`config.mk`:
```
export PLATFORM = sky130hd
export DESIGN_NAME = snake_game_ctrl
export DESIGN_NICKNAME = d
export VERILOG_FILES = /design/src/rtl/snake_pkg.sv /design/src/rtl/snake_btn_debounce.sv /design/src/rtl/snake_game_ctrl.sv
export SDC_FILE = /design/constraint.sdc
export NUM_CORES = 1
export LEC_CHECK = 0
export CAP_MARGIN = 20
export CORE_UTILIZATION = 29
export CTS_BUF_LIST = sky130_fd_sc_hd__clkbuf_4
export DETAILED_ROUTE_END_ITERATION = 10
export HOLD_SLACK_MARGIN = 0.15
export PLACE_DENSITY_LB_ADDON = 0.25
export SYNTH_ARGS = -nofsm -noshare
export SYNTH_HDL_FRONTEND = slang
export SYNTH_SLANG_ARGS = --single-unit
export TNS_END_PERCENT = 30
```
`constraint.sdc`:
```
create_clock -name clk -period 5.5 [get_ports clk]
set_input_delay 1.1 -clock clk [delete_from_list [all_inputs] [get_ports clk]]
set_output_delay 1.1 -clock clk [all_outputs]
set_load 0.01 [all_outputs]
```
`src/rtl/snake_pkg.sv`:
```
// snake_pkg: shared direction codes, button indices and game FSM states for the snake controller
package snake_pkg;
    localparam logic [1:0] DIR_RIGHT = 2'b00;
    localparam logic [1:0] DIR_UP    = 2'b01;
    localparam logic [1:0] DIR_LEFT  = 2'b10;
    localparam logic [1:0] DIR_DOWN  = 2'b11;
    localparam int BTN_CW    = 0;
    localparam int BTN_CCW   = 1;
    localparam int BTN_START = 2;
    typedef enum logic [2:0] {IDLE, CLEAR, RUN, WAIT_DONE, PAUSE, OVER} state_t;
endpackage

```
`src/rtl/snake_btn_debounce.sv`:
```
// snake_btn_debounce: 2-FF synchroniser, stability filter and 1-cycle press pulse for one active-low key
module snake_btn_debounce #(
    parameter int DB_CYCLES = 1000000
) (
    input  logic clk,
    input  logic rst,
    input  logic raw,
    output logic press
);
    localparam int CW = $clog2(DB_CYCLES + 1);
    logic [1:0] sync;
    logic level;
    logic [CW-1:0] cnt;
    logic done;
    assign done = cnt == CW'(DB_CYCLES - 1);
    assign press = done && level && !sync[1];
    // track the synchronised key and adopt a new level only once it has held for DB_CYCLES clocks
    always_ff @(posedge clk) begin
        if (rst) begin
            sync  <= 2'b11;
            level <= 1'b1;
            cnt   <= '0;
        end else begin
            sync <= {sync[0], raw};
            if (sync[1] == level) cnt <= '0;
            else if (done) begin
                level <= sync[1];
                cnt   <= '0;
            end else cnt <= cnt + 1'b1;
        end
    end
endmodule

```
`src/rtl/snake_game_ctrl.sv`:
```
// snake_game_ctrl: button handling, move timing, turn queueing and game FSM for the snake datapath
// Optional SNAKE_CTRL_SPEEDUP_EN: step period halves every 8 points eaten, down to 1/8
module snake_game_ctrl
    import snake_pkg::*;
#(
    parameter int TICK_DIV  = 33554432,
    parameter int DB_CYCLES = 1000000,
    parameter int SCORE_W   = 8
) (
    input  logic               clk,
    input  logic               rst,
    input  logic [2:0]         button,
    input  logic [3:0]         sw,
    input  logic               step_done,
    input  logic               collide,
    input  logic               eat,
    output logic               step,
    output logic [1:0]         dir,
    output logic               clear,
    output logic               running,
    output logic               game_over,
    output logic               blank,
    output logic [SCORE_W-1:0] score
);
    localparam int CW = $clog2(TICK_DIV);
    localparam int PW = CW + 1;
    state_t state, state_nx;
    logic [2:0] press;
    logic [CW-1:0] cnt;
    logic [PW-1:0] period;
    logic term, pend_v, pend_cw, turn_v, turn_cw, do_step, unused_sw;
    genvar i;
    generate
        for (i = 0; i < 3; i++) begin : g_btn
            snake_btn_debounce #(.DB_CYCLES(DB_CYCLES)) u_db (
                .clk(clk), .rst(rst), .raw(button[i]), .press(press[i])
            );
        end
    endgenerate
`ifdef SNAKE_CTRL_SPEEDUP_EN
    logic [SCORE_W-1:0] lvl;
    assign lvl = score >> 3;
    assign period = (PW'(TICK_DIV) >> sw[1:0]) >> (lvl > SCORE_W'(3) ? 2'd3 : lvl[1:0]);
`else
    assign period = PW'(TICK_DIV) >> sw[1:0];
`endif
    assign term = PW'(cnt) == period - 1'b1;
    assign turn_v = pend_v | ((state == RUN || state == WAIT_DONE) && (press[BTN_CW] ^ press[BTN_CCW]));
    assign turn_cw = pend_v ? pend_cw : press[BTN_CW];
    assign clear = state == CLEAR;
    assign running = state == RUN || state == WAIT_DONE;
    assign game_over = state == OVER;
    assign unused_sw = ^sw[3:2];
    // FSM state register
    always_ff @(posedge clk) begin
        if (rst) state <= IDLE;
        else state <= state_nx;
    end
    // next-state decode; a start press in RUN beats the terminal count
    always_comb begin
        state_nx = state;
        do_step = 1'b0;
        case (state)
            IDLE:      if (press[BTN_START]) state_nx = CLEAR;
            CLEAR:     state_nx = RUN;
            RUN:       if (press[BTN_START]) state_nx = PAUSE;
                       else if (term) begin
                           state_nx = WAIT_DONE;
                           do_step = 1'b1;
                       end
            WAIT_DONE: if (step_done) state_nx = collide ? OVER : RUN;
            PAUSE:     if (press[BTN_START]) state_nx = RUN;
            OVER:      if (press[BTN_START]) state_nx = CLEAR;
            default:   state_nx = IDLE;
        endcase
    end
    // tick counter, pending turn, direction, score and blink; CLEAR overrides everything last
    always_ff @(posedge clk) begin
        if (rst) begin
            cnt     <= '0;
            pend_v  <= 1'b0;
            pend_cw <= 1'b0;
            dir     <= DIR_RIGHT;
            score   <= '0;
            step    <= 1'b0;
            blank   <= 1'b0;
        end else begin
            step    <= do_step;
            pend_v  <= turn_v;
            pend_cw <= turn_cw;
            if (state == RUN && state_nx == RUN) cnt <= cnt + 1'b1;
            if (do_step) begin
                cnt    <= '0;
                pend_v <= 1'b0;
                if (turn_v) dir <= turn_cw ? dir - 1'b1 : dir + 1'b1;
            end
            if (state == WAIT_DONE && step_done && !collide && eat && score != '1) score <= score + 1'b1;
            if (state == OVER) begin
                if (press[BTN_START]) blank <= 1'b0;
                else if (term) begin
                    blank <= ~blank;
                    cnt   <= '0;
                end else cnt <= cnt + 1'b1;
            end
            if (state == CLEAR) begin
                cnt    <= '0;
                pend_v <= 1'b0;
                dir    <= DIR_RIGHT;
                score  <= '0;
                blank  <= 1'b0;
            end
        end
    end
endmodule

```
==> results.ini, run 1 <==
[synth]
yosys.area_share.simple_pct=31.2
ys_types=49
synth_top_family_by_area=simple AND/OR/NAND/NOR gates
synth_compound_area_share_pct=7.48
synth_top_area_share_pct=44.4
async_reset_ff_share_pct=0
synth_edf_count=0
muxShareOfSynthArea_pct=0.400
ys_ff_latch=111
ys_warn_count=0
synth_xor_area_share_pct=12.8
netlist_area_um2=5000
yosys.area.top_type=dfxtp_1
synthAdderAreaFrac_pct=1.25
synth_area_leaders=dfxtp_1 (44%), nor2_1 (7.9%), xnor2_1 (6.5%), xor2_1 (6.3%), nand2_1 (3.2%)
avgSynthCellArea_um2=8.55
synthFlopType=dfxtp_1
syn-num-nets=602
ys_seq_area_share_pct=44.4
syn_inst=585

[place]
io_buffers=24
place_hpwl_mm=6.96
placedInstanceArea_um2=5470
gp_congestion=0.756
placedCellCount=814

[cts]
ctsResizeCount=0
cts_buffer_depth=2
htree_levels=3
insertion_delay_ns=0.48
root_buffer=clkbuf_4
cts_buffers=9
clock-sinks=111
clk_pin_slew_worst_paths_ns=0.16
cts_tree=yes
hold_buffers=0
cts_setup_buffers=0

[setup_path]
reg2regPathDepth=5
path_class=input pin to flip-flop
reg2reg_to=g_btn[1].u_db.cnt[3]$_SDFF_PP0_
cp.buffers_inverters=1
reg2reg_from=g_btn[1].u_db.cnt[7]$_SDFF_PP0_
cp-startpoint=sw[1]
r2r_slack_ns=2.98
cp.required_ns=5.92
crit_path_end_kind=flip-flop
critPathMaxStageDelay_ns=0.53
critPathTopFamily=simple AND/OR/NAND/NOR gates
cp.arrival_ns=3.60
start_kind=input pin
crit_chain=clkdlybuf4s50_1, or4bb_1, o22a_1, a2111oi_4, nand3_2, or4_1, a21oi_1
path_max_fanout=7
worst_path_max_delay_cell=or4_1

[pwr]
finalPower_mw=1.27
p_leak_nw=1.70
peakVddDrop_v=0.000111
pwr-share-clk_pct=34.6
p_int_uw=999
swShare_pct=21.6
p_comb_share_pct=1.9
switchingPower_uw=275
p_seq_share_pct=63.5
power_density_nw_per_um2=226

[finish]
finalNonFillerCells=831
area_growth_pct=12.6
design_area_um2=5630
final_nets=622
layout_commonest_cell=dfxtp_1
drive_above_1_share_pct=5.41
final_cell_mix=dfxtp_1 (111), nor2_1 (105), nand2_1 (42)

[detailed_routing]
post_drt_wl_per_cell_um=11.9
routed-via-count=3973
drt_iter0_drc=213
routed_wl_mm=9.88
drtPass1Iterations=4
vias_per_cell=4.78
drc=0
final_antenna_net_count=0

[timing]
tightest_slew_ns=0.928
hold_violations=0
rsz0062_at_grt=false
fmaxAchievable_mhz=315
fin_skew_ns=0.0173
drv_slew=0
fin_crit_ns=3.18
setup_viol=0
slew_headroom_pct=37.6
holdWs_ns=0.419
post-route-period-util_pct=57.7
tns_ns=0

[worst_hold_path]
min_path_type=flip-flop to flip-flop
holdPathEnd=g_btn[1].u_db.sync[1]$_SDFF_PP1_
min_path_cells=1
worstHoldStart=g_btn[1].u_db.sync[0]$_SDFF_PP1_

[die]
io_pins=27
die_h_um=133
start_util_pct=29.9
rows=47
fp.coreArea_um2=16700
die-area_um2=17800
die_w_um=133

[global_routing]
antenna_found_initial=1
gr-usage-all-layers_pct=11.7
grt_pass1_wl_mm=17.0
grt_max_degree=31
grt_pass1_vias=3762
grt_remaining_overflow=0

[job]
cap_violations=0

[run_status]
outcome=finished clean

power by group through the flow:
| stage | logic [mW] | registers (mW) | clock network, mW |
|---|---|---|---|
| floorplan | 0.0134 | 0.826 | 0 |
| global placement | 0.0245 | 0.826 | 0 |
| detailed placement | 0.0249 | 0.826 | 0 |
| CTS | 0.0251 | 0.809 | 0.466 |
| global route | 0.0272 | 0.810 | 0.492 |
| finish | 0.0245 | 0.809 | 0.440 |
worst max-delay path by stage:
| stage | slack (ns) | endpoint | cells after the start |
|---|---|---|---|
| final | 2.32 | dir[1]$_SDFFE_PP0P_ | 7 |
| after global routing | 2.22 | running | 2 |
| after CTS | 2.32 | running | 2 |
| after detailed placement | 1.80 | dir[1]$_SDFFE_PP0P_ | 7 |
| after floorplan | 2.37 | dir[1]$_SDFFE_PP0P_ | 6 |
| after global placement | 1.83 | dir[1]$_SDFFE_PP0P_ | 7 |
synth_stat cells, drive strengths merged (3+ instances only):
cell,number
or4,4
nor4,9
nand2,42
nor2,105
dfxtp,111
xnor2,37
and2,9
or3,12
nand3b,6
clkbuf,17
nor4b,5
and3,12
ha,5
o21ai,19
nand3,30
nor2b,8
a211o,3
nor3,18
a21oi,22
nand4b,3
inv,12
nand4,17
and4,5
or2,10
xor2,36
metal layers:
layer | GRT usage, % | wire [um] | vias to the layer above
li1 | - | - | 2059
met1 | 14.2 | 4870 | 1862
met2 | 19.6 | 4520 | 45
met3 | 3.42 | 363 | 7
met4 | 4.04 | 128 | 0
met5 | 0 | 0 | -
flip-flops by register name, summed over array words and instances, names as in the netlist:
signal            flops
blank                 1
cnt                  25
dir                   2
g_btn.u_db.cnt       60
g_btn.u_db.level      3
g_btn.u_db.sync       6
pend_cw               1
pend_v                1
score                 8
state                 3
step                  1
logic make-up (layout without fill, tap and decap cells):
logic type | Yosys count | in the layout
simple gates | 305 | 305
flops | 111 | 111
xor+xnor | 73 | 73
compound gates | 59 | 59
buf+inv | 30 | 55
fa+ha+maj | 5 | 5
mux | 2 | 2
other cells | 0 | 1
metrics by stage:
stage          util [%]  setup WS, ns
5_1_grt            33.7          2.22
3_5_place_dp       32.8          1.80
2_1_floorplan         -          2.37
6_report           33.7          2.32
4_1_cts            33.7          2.32
3_3_place_gp       32.8          1.83
cell type report:
type / instances / area [um2]
Fill cell: 1781 / 11100
Clock inverter: 7 / 87.6
Clock buffer: 9 / 67.6
Antenna cell: 1 / 2.50
Multi-Input combinational cell: 444 / 2670
Tap cell: 220 / 275
Inverter: 12 / 45.0
Sequential cell: 111 / 2220
Timing Repair Buffer: 27 / 263
Note: power is estimated with default switching activity, not from simulation.
==> run 2, diff against run 1 <==
==> constraint.sdc (replaced) <==
create_clock -name clk -period 2.6 [get_ports clk]
set_input_delay 0.52 -clock clk [delete_from_list [all_inputs] [get_ports clk]]
set_output_delay 0.52 -clock clk [all_outputs]
set_load 0.01 [all_outputs]
==> results.ini, run 2 (synthesized netlist as in run 1, its figures left out) <==
[run_status]
outcome=finished clean

[place]
place_ws_ns=-0.441
gp_congestion=0.823
place_hpwl_mm=7.36
io_buffers=24
placedCellCount=830

[detailed_routing]
routed-via-count=4079
vias_per_cell=4.82
routed_wl_mm=10.2
drtPass1Iterations=5
post_drt_wl_per_cell_um=12.0
drt_iter0_drc=223
drc=0
final_antenna_net_count=0

[timing]
setup_viol=0
fin_crit_ns=2.52
tightest_slew_ns=0.640
fmaxAchievable_mhz=397
final.setup.worst_slack_ns=0.0781
drv_slew=0
post-route-period-util_pct=97.0
rsz0062_at_grt=false
fin_skew_ns=0.0204
hold_violations=0
holdWs_ns=0.420
slew_headroom_pct=57.3
tns_ns=0

[setup_path]
start_kind=input pin
crit_path_end_kind=flip-flop
path_max_fanout=15
cp.arrival_ns=2.91
cp.required_ns=2.99
path_class=input pin to flip-flop

[finish]
final_nets=638
layout_commonest_cell=dfxtp_1
multi_input_area_um2=2670
regArea_um2=2220
drive_above_1_share_pct=8.63
top_regs=g_btn.u_db.cnt: 60 flops, cnt: 25 flops, score: 8 flops
final_cell_mix=dfxtp_1 (111), nor2_1 (105), nand2_1 (42)
area_growth_pct=14.4
fill_cells=1724
largest_register_ffs=60
finalNonFillerCells=847
top_register=g_btn.u_db.cnt

[die]
rows=47
die_w_um=133
start_util_pct=29.9
io_pins=27
fp.coreArea_um2=16700
die-area_um2=17800
die_h_um=133

[global_routing]
antenna_found_initial=1
gr-usage-all-layers_pct=12.2
grt_pass1_vias=3876
grt_remaining_overflow=0
grt_max_degree=31
grt_pass1_wl_mm=17.8

[cts]
insertion_delay_ns=0.48
cts_buffer_depth=2
clock-sinks=111
cts_setup_buffers=0
htree_levels=3
hold_buffers=0
cts_buffers=9
cts_tree=yes
ctsResizeCount=0
clk_pin_slew_worst_paths_ns=0.16
root_buffer=clkbuf_4

[pwr]
finalPower_mw=2.54
p_leak_nw=1.77
power_density_nw_per_um2=443
peakVddDrop_v=0.000184

[job]
cap_violations=0

[worst_hold_path]
min_path_type=flip-flop to flip-flop

[run 2: area by class of cell]
| class | instances | area share (%) |
|---|---|---|
| sequential | 111 | 38.8 |
| inverter | 12 | 0.787 |
| tap | 220 | 4.81 |
| clock inverter | 6 | 0.656 |
| antenna | 1 | 0.0437 |
| clock buffer | 10 | 1.31 |
| timing repair buffer | 43 | 6.91 |
| multi-input combinational | 444 | 46.6 |
[run 2: worst paths after layout]
path,start,endpoint,slack (ns),depth (start not counted)
min reg2reg,g_btn[2].u_db.sync[0]$_SDFF_PP1_,g_btn[2].u_db.sync[1]$_SDFF_PP1_,0.42,1
max reg2reg,cnt[24]$_SDFF_PP0_,cnt[16]$_SDFF_PP0_,0.22,8
max,sw[1],cnt[16]$_SDFF_PP0_,0.08,9
min,g_btn[2].u_db.sync[0]$_SDFF_PP1_,g_btn[2].u_db.sync[1]$_SDFF_PP1_,0.42,1
[run 2: worst max-delay path: stages]
cell	delay [ns]
clkdlybuf4s50_1	0.51
or4bb_1	0.48
o22a_1	0.23
a2111oi_4	0.39
buf_4	0.28
inv_1	0.07
o21ai_0	0.15
buf_4	0.20
nor2_1	0.07
[run 2: metal layers]
layer	part of all wire (%)	routed length (um)	track usage, %	vias up
met3	3.1	315	2.32	12
li1	-	-	-	2100
met4	1.9	197	6.50	0
met1	48	4870	15.2	1910
met5	0	0	0	-
met2	47	4820	19.9	57
[run 2: where the power goes]
group	total [mW]	switching, mW	internal (mW)
Combinational	0.0567	0.0299	0.0268
Sequential	1.71	0.00330	1.71
Clock	0.770	0.567	0.202
[run 2: stage by stage]
| stage | cell area, um2 | utilization [%] |
|---|---|---|
| after floorplan | 5000 | - |
| after global placement | 5600 | 33.5 |
| after detailed placement | 5600 | 33.5 |
| after CTS | 5720 | 34.2 |
| after global routing | 5720 | 34.3 |
| final | 5720 | 34.3 |
==> run 3, diff against run 2 <==
--- a/config.mk
+++ b/config.mk
@@ -5,9 +5,7 @@
 export SDC_FILE = /design/constraint.sdc
 export NUM_CORES = 1
 export LEC_CHECK = 0
-export CAP_MARGIN = 20
 export CORE_UTILIZATION = 29
-export CTS_BUF_LIST = sky130_fd_sc_hd__clkbuf_4
 export DETAILED_ROUTE_END_ITERATION = 10
 export HOLD_SLACK_MARGIN = 0.15
 export PLACE_DENSITY_LB_ADDON = 0.25
==> results.ini, run 3 (synthesized netlist as in run 1, its figures left out) <==
[die]
fp.coreArea_um2=16700
io_pins=27
start_util_pct=29.9
die_h_um=133
die-area_um2=17800
rows=47
die_w_um=133

[finish]
drive_above_1_share_pct=8.15
final_cell_mix=dfxtp_1 (111), nor2_1 (105), nand2_1 (42)
fill_cells=1695
antenna_cells=0
area_growth_pct=17.6
largest_register_ffs=60
finalNonFillerCells=846
top_regs=g_btn.u_db.cnt: 60 flops, cnt: 25 flops, score: 8 flops
final_util_pct=35.2
final_nets=638
top_register=g_btn.u_db.cnt
multi_input_area_um2=2670
regArea_um2=2220
layout_commonest_cell=dfxtp_1

[setup_path]
start_kind=flip-flop
path_max_fanout=5
cp.arrival_ns=1.88
crit_chain=nor2b_1, and2_1, clkdlybuf4s50_1
worst_path_max_delay_cell=clkdlybuf4s50_1
crit_path_end_kind=output port
cp.required_ns=2.08
path_class=flip-flop to output port
reg2regPathDepth=6
critPathMaxStageDelay_ns=0.57

[cts]
cts_tree=yes
clock-sinks=111
insertion_delay_ns=0.35
clk_pin_slew_worst_paths_ns=0.07
root_buffer=clkbuf_16
cts_buffers=9
hold_buffers=0
cts_buffer_depth=2
htree_levels=3

[timing]
fin_skew_ns=0.00819
drv_slew=0
fin_crit_ns=2.40
tns_ns=0
tightest_slew_ns=0.657
setup_viol=0
fmaxAchievable_mhz=417
rsz0062_at_grt=false
post-route-period-util_pct=92.2
final.setup.worst_slack_ns=0.203
hold_violations=0
slew_headroom_pct=56.2

[place]
io_buffers=24
place_ws_ns=-0.441
placedCellCount=830
gp_congestion=0.823
place_hpwl_mm=7.36

[pwr]
finalPower_mw=3.02
p_leak_nw=1.85
power_density_nw_per_um2=514
peakVddDrop_v=0.000247

[detailed_routing]
routed_wl_mm=10.2
post_drt_wl_per_cell_um=12.1
routed-via-count=4091
drc=0
final_antenna_net_count=0
drt_iter0_drc=207
drtPass1Iterations=4
vias_per_cell=4.84

[worst_hold_path]
min_path_cells=1
min_path_type=flip-flop to flip-flop

[global_routing]
antenna_found_initial=0
gr-usage-all-layers_pct=12.3
grt_pass1_vias=3871
grt_max_degree=31
grt_remaining_overflow=0
grt_pass1_wl_mm=17.9

[job]
cap_violations=0

[run_status]
outcome=finished clean

-- run 3: worst paths after layout --
kind	from	endpoint	slack (ns)
setup / recovery	state[2]$_SDFF_PP0_	game_over	0.20
setup reg to reg	cnt[24]$_SDFF_PP0_	dir[1]$_SDFFE_PP0P_	0.22
hold reg to reg	g_btn[2].u_db.sync[0]$_SDFF_PP1_	g_btn[2].u_db.sync[1]$_SDFF_PP1_	0.41
hold / removal	g_btn[2].u_db.sync[0]$_SDFF_PP1_	g_btn[2].u_db.sync[1]$_SDFF_PP1_	0.41
-- run 3: timing repair --
action / CTS / global route
buffers inserted: 0 / 0
resized for setup: 1 / 2
endpoints found under the setup margin: 13 / 13
pin swaps: 2 / 3
-- run 3: layer usage --
layer  global-route usage [%]  routed length, um
met2                     20.0               4820
met4                     5.30                167
met3                     2.93                326
met1                     15.4               4920
met5                        0                  0
-- run 3: cell type report --
cell class	instances	share of cell area [%]
repair buffers	43	6.88
well taps	220	4.68
inverters	12	0.766
flip-flops and latches	111	37.8
clock inverters	6	0.639
multi-input cells	444	45.3
clock buffers	10	3.90
-- run 3: power by group --
group          internal (mW)  total [mW]  switching [mW]
Sequential              1.70        1.71         0.00330
Combinational         0.0263      0.0560          0.0297
Clock                  0.645        1.26           0.613
-- run 3: critical path: cells and delay by family (launching register included) --
kind          cells  cell delay, ns
simple gates      2            0.55
flops             1            0.40
buf+inv           1            0.57
-- run 3: stage by stage --
step                area [um2]  hold slack [ns]
global placement          5600            0.394
global route              5880            0.419
floorplan                 5000            0.389
detailed placement        5600            0.394
CTS                       5870            0.408
finish                    5880            0.407
